<file path="src/rtl/vend_ctrl_fsm.sv">
// Vending controller: nickel/dime credit tracking toward a 25c price,
// timed dispense pulse, and change/refund returned as nickel pulses.
// Also holds the credit-range checker used by the controller.

// Simulation checker: accumulated credit must fit the 3-bit credit range.
module vend_ctrl_fsm_chk (
  input logic       clk,
  input logic       reset,
  input logic [3:0] credit_sum_s
);

  // Flag any credit accumulation that would not fit in 3 bits
  always @(posedge clk) begin
    if (!reset) begin
      assert (credit_sum_s <= 4'd7)
        else $error("credit overflow: %0d", credit_sum_s);
    end
  end

endmodule

module vend_ctrl_fsm #(
  parameter int VEND_CYCLES = 4,
  parameter int PULSE_GAP   = 1
) (
  input  logic       clk,
  input  logic       reset,
  input  logic       coin_n,
  input  logic       coin_d,
  input  logic       cancel,
  output logic [3:0] State,
  output logic [2:0] credit,
  output logic       dispense,
  output logic       change_pulse,
  output logic       coin_reject
);

  localparam int TW = 8;
  localparam logic [TW-1:0] VEND_LAST_C = TW'(VEND_CYCLES - 1);
  localparam logic [TW-1:0] GAP_LAST_C  = TW'(PULSE_GAP - 1);

  typedef enum logic [3:0] {
    S_IDLE   = 4'd0,
    S_C5     = 4'd1,
    S_C10    = 4'd2,
    S_C15    = 4'd3,
    S_C20    = 4'd4,
    S_PAID   = 4'd5,
    S_VEND   = 4'd6,
    S_CHANGE = 4'd7,
    S_CANCEL = 4'd8
  } state_t;

  state_t        state_r, state_nx_s;
  logic [2:0]    credit_r, credit_nx_s;
  logic [TW-1:0] timer_r, timer_nx_s;
  logic          dispense_r, dispense_nx_s;
  logic          pulse_r, pulse_nx_s;
  logic          reject_r, reject_nx_s;
  logic          n_q_r, d_q_r, c_q_r;
  logic          n_edge_s, d_edge_s, c_edge_s;
  logic          accepting_s;
  logic [3:0]    sum_s;
  logic [3:0]    chk_sum_s;

  assign n_edge_s    = coin_n & ~n_q_r;
  assign d_edge_s    = coin_d & ~d_q_r;
  assign c_edge_s    = cancel & ~c_q_r;
  assign accepting_s = (state_r <= S_C20);
  assign sum_s       = {1'b0, credit_r} + {3'b000, n_edge_s} + {2'b00, d_edge_s, 1'b0};
  assign chk_sum_s   = accepting_s ? sum_s : {1'b0, credit_r};

  // Edge-detect history; reset high so levels held through reset are not edges
  always_ff @(posedge clk or posedge reset) begin
    if (reset) begin
      n_q_r <= 1'b1;
      d_q_r <= 1'b1;
      c_q_r <= 1'b1;
    end else begin
      n_q_r <= coin_n;
      d_q_r <= coin_d;
      c_q_r <= cancel;
    end
  end

  // State, credit, timer and registered (Moore) outputs
  always_ff @(posedge clk or posedge reset) begin
    if (reset) begin
      state_r    <= S_IDLE;
      credit_r   <= 3'd0;
      timer_r    <= '0;
      dispense_r <= 1'b0;
      pulse_r    <= 1'b0;
      reject_r   <= 1'b0;
    end else begin
      state_r    <= state_nx_s;
      credit_r   <= credit_nx_s;
      timer_r    <= timer_nx_s;
      dispense_r <= dispense_nx_s;
      pulse_r    <= pulse_nx_s;
      reject_r   <= reject_nx_s;
    end
  end

  // Next-state, credit bookkeeping and next output values
  always_comb begin
    state_nx_s    = state_r;
    credit_nx_s   = credit_r;
    timer_nx_s    = timer_r;
    dispense_nx_s = 1'b0;
    pulse_nx_s    = 1'b0;
    reject_nx_s   = 1'b0;

    // Coins arriving while not accepting are refused, one pulse per cycle
    if (!accepting_s && (n_edge_s || d_edge_s)) begin
      reject_nx_s = 1'b1;
    end else begin
      reject_nx_s = 1'b0;
    end

    case (state_r)
      S_IDLE, S_C5, S_C10, S_C15, S_C20: begin
        credit_nx_s = sum_s[2:0];
        timer_nx_s  = '0;
        if (c_edge_s && (state_r != S_IDLE)) begin
          // Same-cycle coins are credited first, then everything is refunded
          state_nx_s = S_CANCEL;
          pulse_nx_s = 1'b1;
        end else if (sum_s >= 4'd5) begin
          state_nx_s = S_PAID;
        end else begin
          state_nx_s = state_t'(sum_s);
        end
      end
      S_PAID: begin
        credit_nx_s   = credit_r - 3'd5;
        state_nx_s    = S_VEND;
        timer_nx_s    = '0;
        dispense_nx_s = 1'b1;
      end
      S_VEND: begin
        if (timer_r >= VEND_LAST_C) begin
          timer_nx_s = '0;
          if (credit_r != 3'd0) begin
            state_nx_s = S_CHANGE;
            pulse_nx_s = 1'b1;
          end else begin
            state_nx_s = S_IDLE;
          end
        end else begin
          timer_nx_s    = timer_r + 8'd1;
          dispense_nx_s = 1'b1;
        end
      end
      S_CHANGE, S_CANCEL: begin
        if (pulse_r) begin
          // One nickel leaves on the edge that ends the pulse
          credit_nx_s = credit_r - 3'd1;
          timer_nx_s  = '0;
        end else if (timer_r >= GAP_LAST_C) begin
          timer_nx_s = '0;
          if (credit_r == 3'd0) begin
            state_nx_s = S_IDLE;
          end else begin
            pulse_nx_s = 1'b1;
          end
        end else begin
          timer_nx_s = timer_r + 8'd1;
        end
      end
      default: begin
        state_nx_s  = S_IDLE;
        credit_nx_s = 3'd0;
        timer_nx_s  = '0;
      end
    endcase
  end

  assign State        = state_r;
  assign credit       = credit_r;
  assign dispense     = dispense_r;
  assign change_pulse = pulse_r;
  assign coin_reject  = reject_r;

  vend_ctrl_fsm_chk u_chk (
    .clk          (clk),
    .reset        (reset),
    .credit_sum_s (chk_sum_s)
  );

endmodule

</file>
<file path="config.mk">
export PLATFORM = sky130hd
export DESIGN_NAME = vend_ctrl_fsm
export DESIGN_NICKNAME = d
export VERILOG_FILES = /design/src/rtl/vend_ctrl_fsm.sv
export SDC_FILE = /design/constraint.sdc
export NUM_CORES = 1
export LEC_CHECK = 0
export ABC_AREA = 1
export BUFFER_PORTS_ARGS = -buffer_cell sky130_fd_sc_hd__buf_2
export CELL_PAD_IN_SITES_DETAIL_PLACEMENT = 0
export CELL_PAD_IN_SITES_GLOBAL_PLACEMENT = 1
export CORE_MARGIN = 1
export CORE_UTILIZATION = 41
export DETAILED_ROUTE_END_ITERATION = 7
export PLACE_DENSITY_LB_ADDON = 0.1
export SETUP_SLACK_MARGIN = 0.15
export SLEW_MARGIN = 20
export SYNTH_ARGS = -nofsm -noshare
export SYNTH_HDL_FRONTEND = slang
export SYNTH_HIERARCHICAL = 1
export SYNTH_SLANG_ARGS = --single-unit
</file>
<file path="constraint.sdc">
create_clock -name clk -period 1.85 [get_ports clk]
set_clock_uncertainty 0.05 [all_clocks]
set_input_delay 0.185 -clock clk [delete_from_list [all_inputs] [get_ports clk]]
set_output_delay 0.185 -clock clk [all_outputs]
set_load 0.01 [all_outputs]
</file>
# --- After elaboration in Yosys (flattened, before gate mapping) ---
# Index checks and enable logic that the tools add are counted.
totals:
  ram_bits: 0
  memories: 0
  romBits: 0
  regBits: 21
  in_bits: 5
  output_inout_bits: 10
  latchBits: 0
op_classes:
  addsub: 5
  shifts: 0
  n_div: 0
  magnitude_cmp: 4
  n_mux: 24
  multipliers: 0
  n_reduce_logical: 12
  n_eq_ne: 13
  n_bitwise: 7
op_table:
  columns: ["operator", "count"]
  rows:
  - ["4-bit two-way mux", 6]
  - ["8-bit two-way mux", 3]
  - ["4-bit by 3-bit equality test with 1-bit output, second input constant", 4]
  - ["4-bit case mux with 4 select lines", 1]
  - ["8-bit case mux with 2 select lines", 1]
  - ["3-bit case mux with 4 select lines", 1]
  - ["2-bit inequality test, second input constant", 5]
  - ["8-bit by 1-bit adder with 8-bit output, second input constant", 1]
  - ["4-bit by 2-bit equality test with 1-bit output, second input constant", 2]
  - ["8-bit by 1-bit >= comparator with 1-bit output, second input constant", 1]
  - ["8-bit by 2-bit >= comparator with 1-bit output, second input constant", 1]
  - ["1-bit two-way mux", 8]
  - ["3-bit two-way mux", 2]
  - ["5-bit OR reduction", 1]
  - ["3-bit by 1-bit adder with 4-bit output", 1]
  - ["4-bit by 2-bit adder with 4-bit output", 1]
  - ["4-bit by 1-bit equality test with 1-bit output, second input constant", 1]
  - ["4-bit equality test, second input constant", 1]
  - ["4-bit by 3-bit >= comparator with 1-bit output, second input constant", 1]
  - ["4-bit by 3-bit <= comparator with 1-bit output, second input constant", 1]
  - ["4-bit zero test", 1]
  - ["1-bit NOT", 4]
  - ["4-bit AND reduction", 1]
  - ["4-bit nonzero test", 1]
  - ["12 further kinds", 15]

# --- Longest topological paths before layout ---
logic_depth:
  ltp_word: 8
  depth_mapped: 14

# --- Worst setup path before layout ---
# No wires, ideal clock.
synth_path:
  kind: "flip-flop to flip-flop"
  start: "register n_q_r"
  end: "register state_r[2], in the netlist State[2]"
  setup_ns: 0.117
  period_less_slack_ns: 1.700
  stages_incl_launch_ff: 13
  path_slack_ns: 0.150
  arrival_ns: 1.534
  t_required_ns: 1.683
  cell_sequence: "dfstp_2 nor2_1 ha_1 inv_1 fa_1 nand2_1 nand2_1 nor2_1 inv_1 nand2_1 nand2_1 nand2_1 nand2_1"
synth_between:
  elab_chain_cells: 8
synth_rtl:
  columns: ["element", "line", "text"]
  rows:
  - ["start: declaration", "60", "logic n_q_r, d_q_r, c_q_r;"]
  - ["start signal: assignment", "80", "n_q_r <= coin_n;"]
  - ["1-bit NOT *", "66", "assign n_edge_s = coin_n & ~n_q_r;"]
  - ["1-bit AND *", "66", null]
  - ["3-bit by 1-bit adder with 4-bit output *", "70", "assign sum_s = {1'b0, credit_r} + {3'b000, n_edge_s} + {2'b00, d_edge_s, 1'b0};"]
  - ["4-bit by 2-bit adder with 4-bit output *", "70", null]
  - ["4-bit by 3-bit >= comparator with 1-bit output", "129", "end else if (sum_s >= 4'd5) begin"]
  - ["4-bit two-way mux *", "129", null]
  - ["4-bit two-way mux *", "125", "if (c_edge_s && (state_r != S_IDLE)) begin"]
  - ["4-bit case mux with 4 select lines *", "121", "case (state_r)"]
  - ["end signal: assignment", "96", "state_r <= state_nx_s;"]
  - ["end: declaration", "54", "state_t state_r, state_nx_s;"]
# Mark *: on every way between the ends. The rest lies on a longest branch, timed or not.
# A chain may end at the register's enable or synchronous reset.

# --- Worst setup path after layout ---
layout_path:
  start: "register n_q_r"
  end: "register state_r[1], in the netlist State[1]"
# The elaborated chain is that of the path after synthesis.

==> flow_metrics.tcl <==
set metrics [dict create \
    grt_overflow 0 \
    clk_pin_slew_ns 0.11 \
    timing.final.ws_setup_ns 0.0873 \
    pre_cts_ws_ns 0.0529 \
    synthFlopType "dfrtp_1" \
    finalSetupTns_ns 0 \
    power_uw 1880 \
    grt_usage_pct 17.5 \
    cp_data_arrival_time_ns 1.95 \
    fp.dieH_um 54.2 \
    diodes 0 \
    dp_cells 194 \
    drive_gt1_share_pct 22.7 \
    grt_max_degree 22 \
    drv_cap 0 \
    synth_top_cell_by_area "dfrtp_1" \
    finalCritPeriodShare_pct 95.3 \
    hold_start "coin_n" \
    yosys-top-cells-area "dfrtp_1 40%, nand2_1 15%, inv_1 9.4%" \
    hold_viol 0 \
    synth.distinct_cells 21 \
    min_to "coin_reject" \
    cts-root-buf "clkbuf_4" \
    ys_seq_area_share_pct 47.4 \
    dieArea_um2 2940 \
    grt_pass1_wl_mm 3.56 \
    crit_path_end_kind "flip-flop" \
    hpwl_mm 1.73 \
    cp_slowest_cell "dfstp_2" \
    place.gp.congestion 0.772 \
    num_vias 915 \
    grt_pass1_vias 857 \
    avgViaCountPerCell 4.53 \
    yosysMostFrequentCell "nand2_1" \
    r2r-end "State[1]" \
    syn2layout_area_growth_pct 19.5 \
    drt_pass1_iterations 4 \
    nets 184 \
    power_density_nw_per_um2 1410 \
    cts_buffers 3 \
    hold_depth 4 \
    criticalPathCategory "flip-flop to flip-flop" \
    synthArstFlopShare_pct 100 \
    ant_nets 0 \
    slew_headroom_pct 47.3 \
    clk_path_buf_depth 2 \
    drc 0 \
    setup_viol 0 \
    netlist_instances 144 \
    finalNonFillerCells 202 \
    critPathTopFamily "adder cells" \
    cts_tree "yes" \
    coreArea_um2 2520 \
    synth_common_cells "46 x nand2_1, 28 x inv_1, 18 x dfrtp_1" \
    crit_top_cell "nand2_1" \
    routed_wl_mm 2.16 \
    critPathMaxStageDelay_ns 0.56 \
    clk_latency_ns 0.29 \
    r2r_cells 9 \
    worstSetupStartpointType "flip-flop" \
    antenna_found_initial 0 \
    avgSynthCellArea_um2 7.76 \
    portBuffers 14 \
    crit_required_ns 2.04 \
    r2r_start "n_q_r" \
    yosysWarnings 6 \
    drv_slew 0 \
    critical_path_buf_inv_count 1 \
    rsz0062_at_grt "yes" \
    synth_edf_count 0 \
    reg2reg_slack_ns 0.09 \
    tightest_slew_ns 0.789 \
    pin_count 15 \
    core.rowCount 18 \
    synth_top_area_share_pct 40.3 \
    vdd_drop_max_mv 0.695 \
    synth_seq_cells 21 \
    worstPathMaxFanout 3 \
    wire_per_inst_um 10.7 \
    initialDrtViolationCount 16 \
    worstPathCellList "nor2_4 > ha_2 > inv_2 > fa_2 > a21oi_1 > nand3_1 > nand2_1 > nand2_1 > nand2_1" \
    p_leak_uw 0.000761 \
    status "finished clean" \
    fp.dieW_um 54.2 \
    initial_core_util_pct 44.3 \
    clock.fmax_mhz 567 \
    syn_area_um2 1120 \
    fin_crit_ns 1.76 \
    htree_levels 1 \
    min_path_type "primary input to flip-flop" \
    clock-sinks 21 \
]
[where the power goes]
| part | switching [uW] | internal (uW) | total, uW |
|---|---|---|---|
| sequential | 115 | 566 | 681 |
| clock | 127 | 83.7 | 210 |
| combinational | 621 | 370 | 990 |
| total | 862 | 1020 | 1880 |
[stage by stage]
stage	instance area, um2	utilization, %	hold WS [ns]
floorplan	1140	-	0.109
global placement	1260	49.8	0.251
detailed placement	1260	49.8	0.255
CTS	1330	52.7	0.204
global route	1340	52.9	0.217
finish	1340	52.9	0.213
[kinds of logic after synthesis]
logic type	share of synthesized area [%]
xor+xnor	0.784
other cells	0.336
simple gates	27.9
compound gates	5.82
buf+inv	10.4
flops	47.4
fa+ha+maj	7.39
[timing repair]
item                                    in CTS  in global routing
endpoints found under the setup margin       3                  4
buffers inserted                             0                  0
hold buffers                                 4                  0
hold endpoints to repair                    21                  0
pin swaps                                    1                  2
resized for setup                            4                  1
[metal layers]
layer	track usage, %	vias up	wire, um
met5	0	-	0
li1	-	479	-
met3	3.39	2	45
met4	6.41	0	18
met2	29.1	7	1030
met1	22.4	427	1070
[worst max path at each step]
stage,start,to,slack (ns),cells past startpoint
after detailed placement,n_q_r,State[2],0.05,12
after global placement,n_q_r,State[2],0.07,12
after CTS,n_q_r,State[0],0.07,11
final,n_q_r,State[1],0.09,9
after floorplan,n_q_r,State[2],0.17,12
after global routing,n_q_r,State[1],0.01,9
[flip-flops by register name (all words and copies together) (netlist names)]
signal        cells
change_pulse      1
coin_reject       1
credit            3
c_q_r             1
State             4
d_q_r             1
timer_r           8
n_q_r             1
dispense          1
[layout by cell type (no fill, tap or decap), types with 6 or more instances in the layout]
cell type,count
conb_1,6
nand2_2,6
nand3_1,8
dfrtp_1,18
nand2_1,45
inv_1,27
buf_2,14
nor2_1,10
[final cells by class]
| class | instances | area (um2) |
|---|---|---|
| Timing Repair Buffer | 19 | 118 |
| Tap cell | 30 | 37.5 |
| Multi-Input combinational cell | 97 | 508 |
| Sequential cell | 21 | 529 |
| Clock buffer | 4 | 26.3 |
| Fill cell | 265 | 1190 |
| Inverter | 31 | 116 |
[worst min-delay path: cells and delay by family]
| family | cells | cell delay, ns |
|---|---|---|
| buffers and inverters | 2 | 0.15 |
| AO/OA/AOI/OAI | 1 | 0.11 |
| AND/OR/NAND/NOR | 1 | 0.08 |
Note: power is estimated with default switching activity, not from simulation.
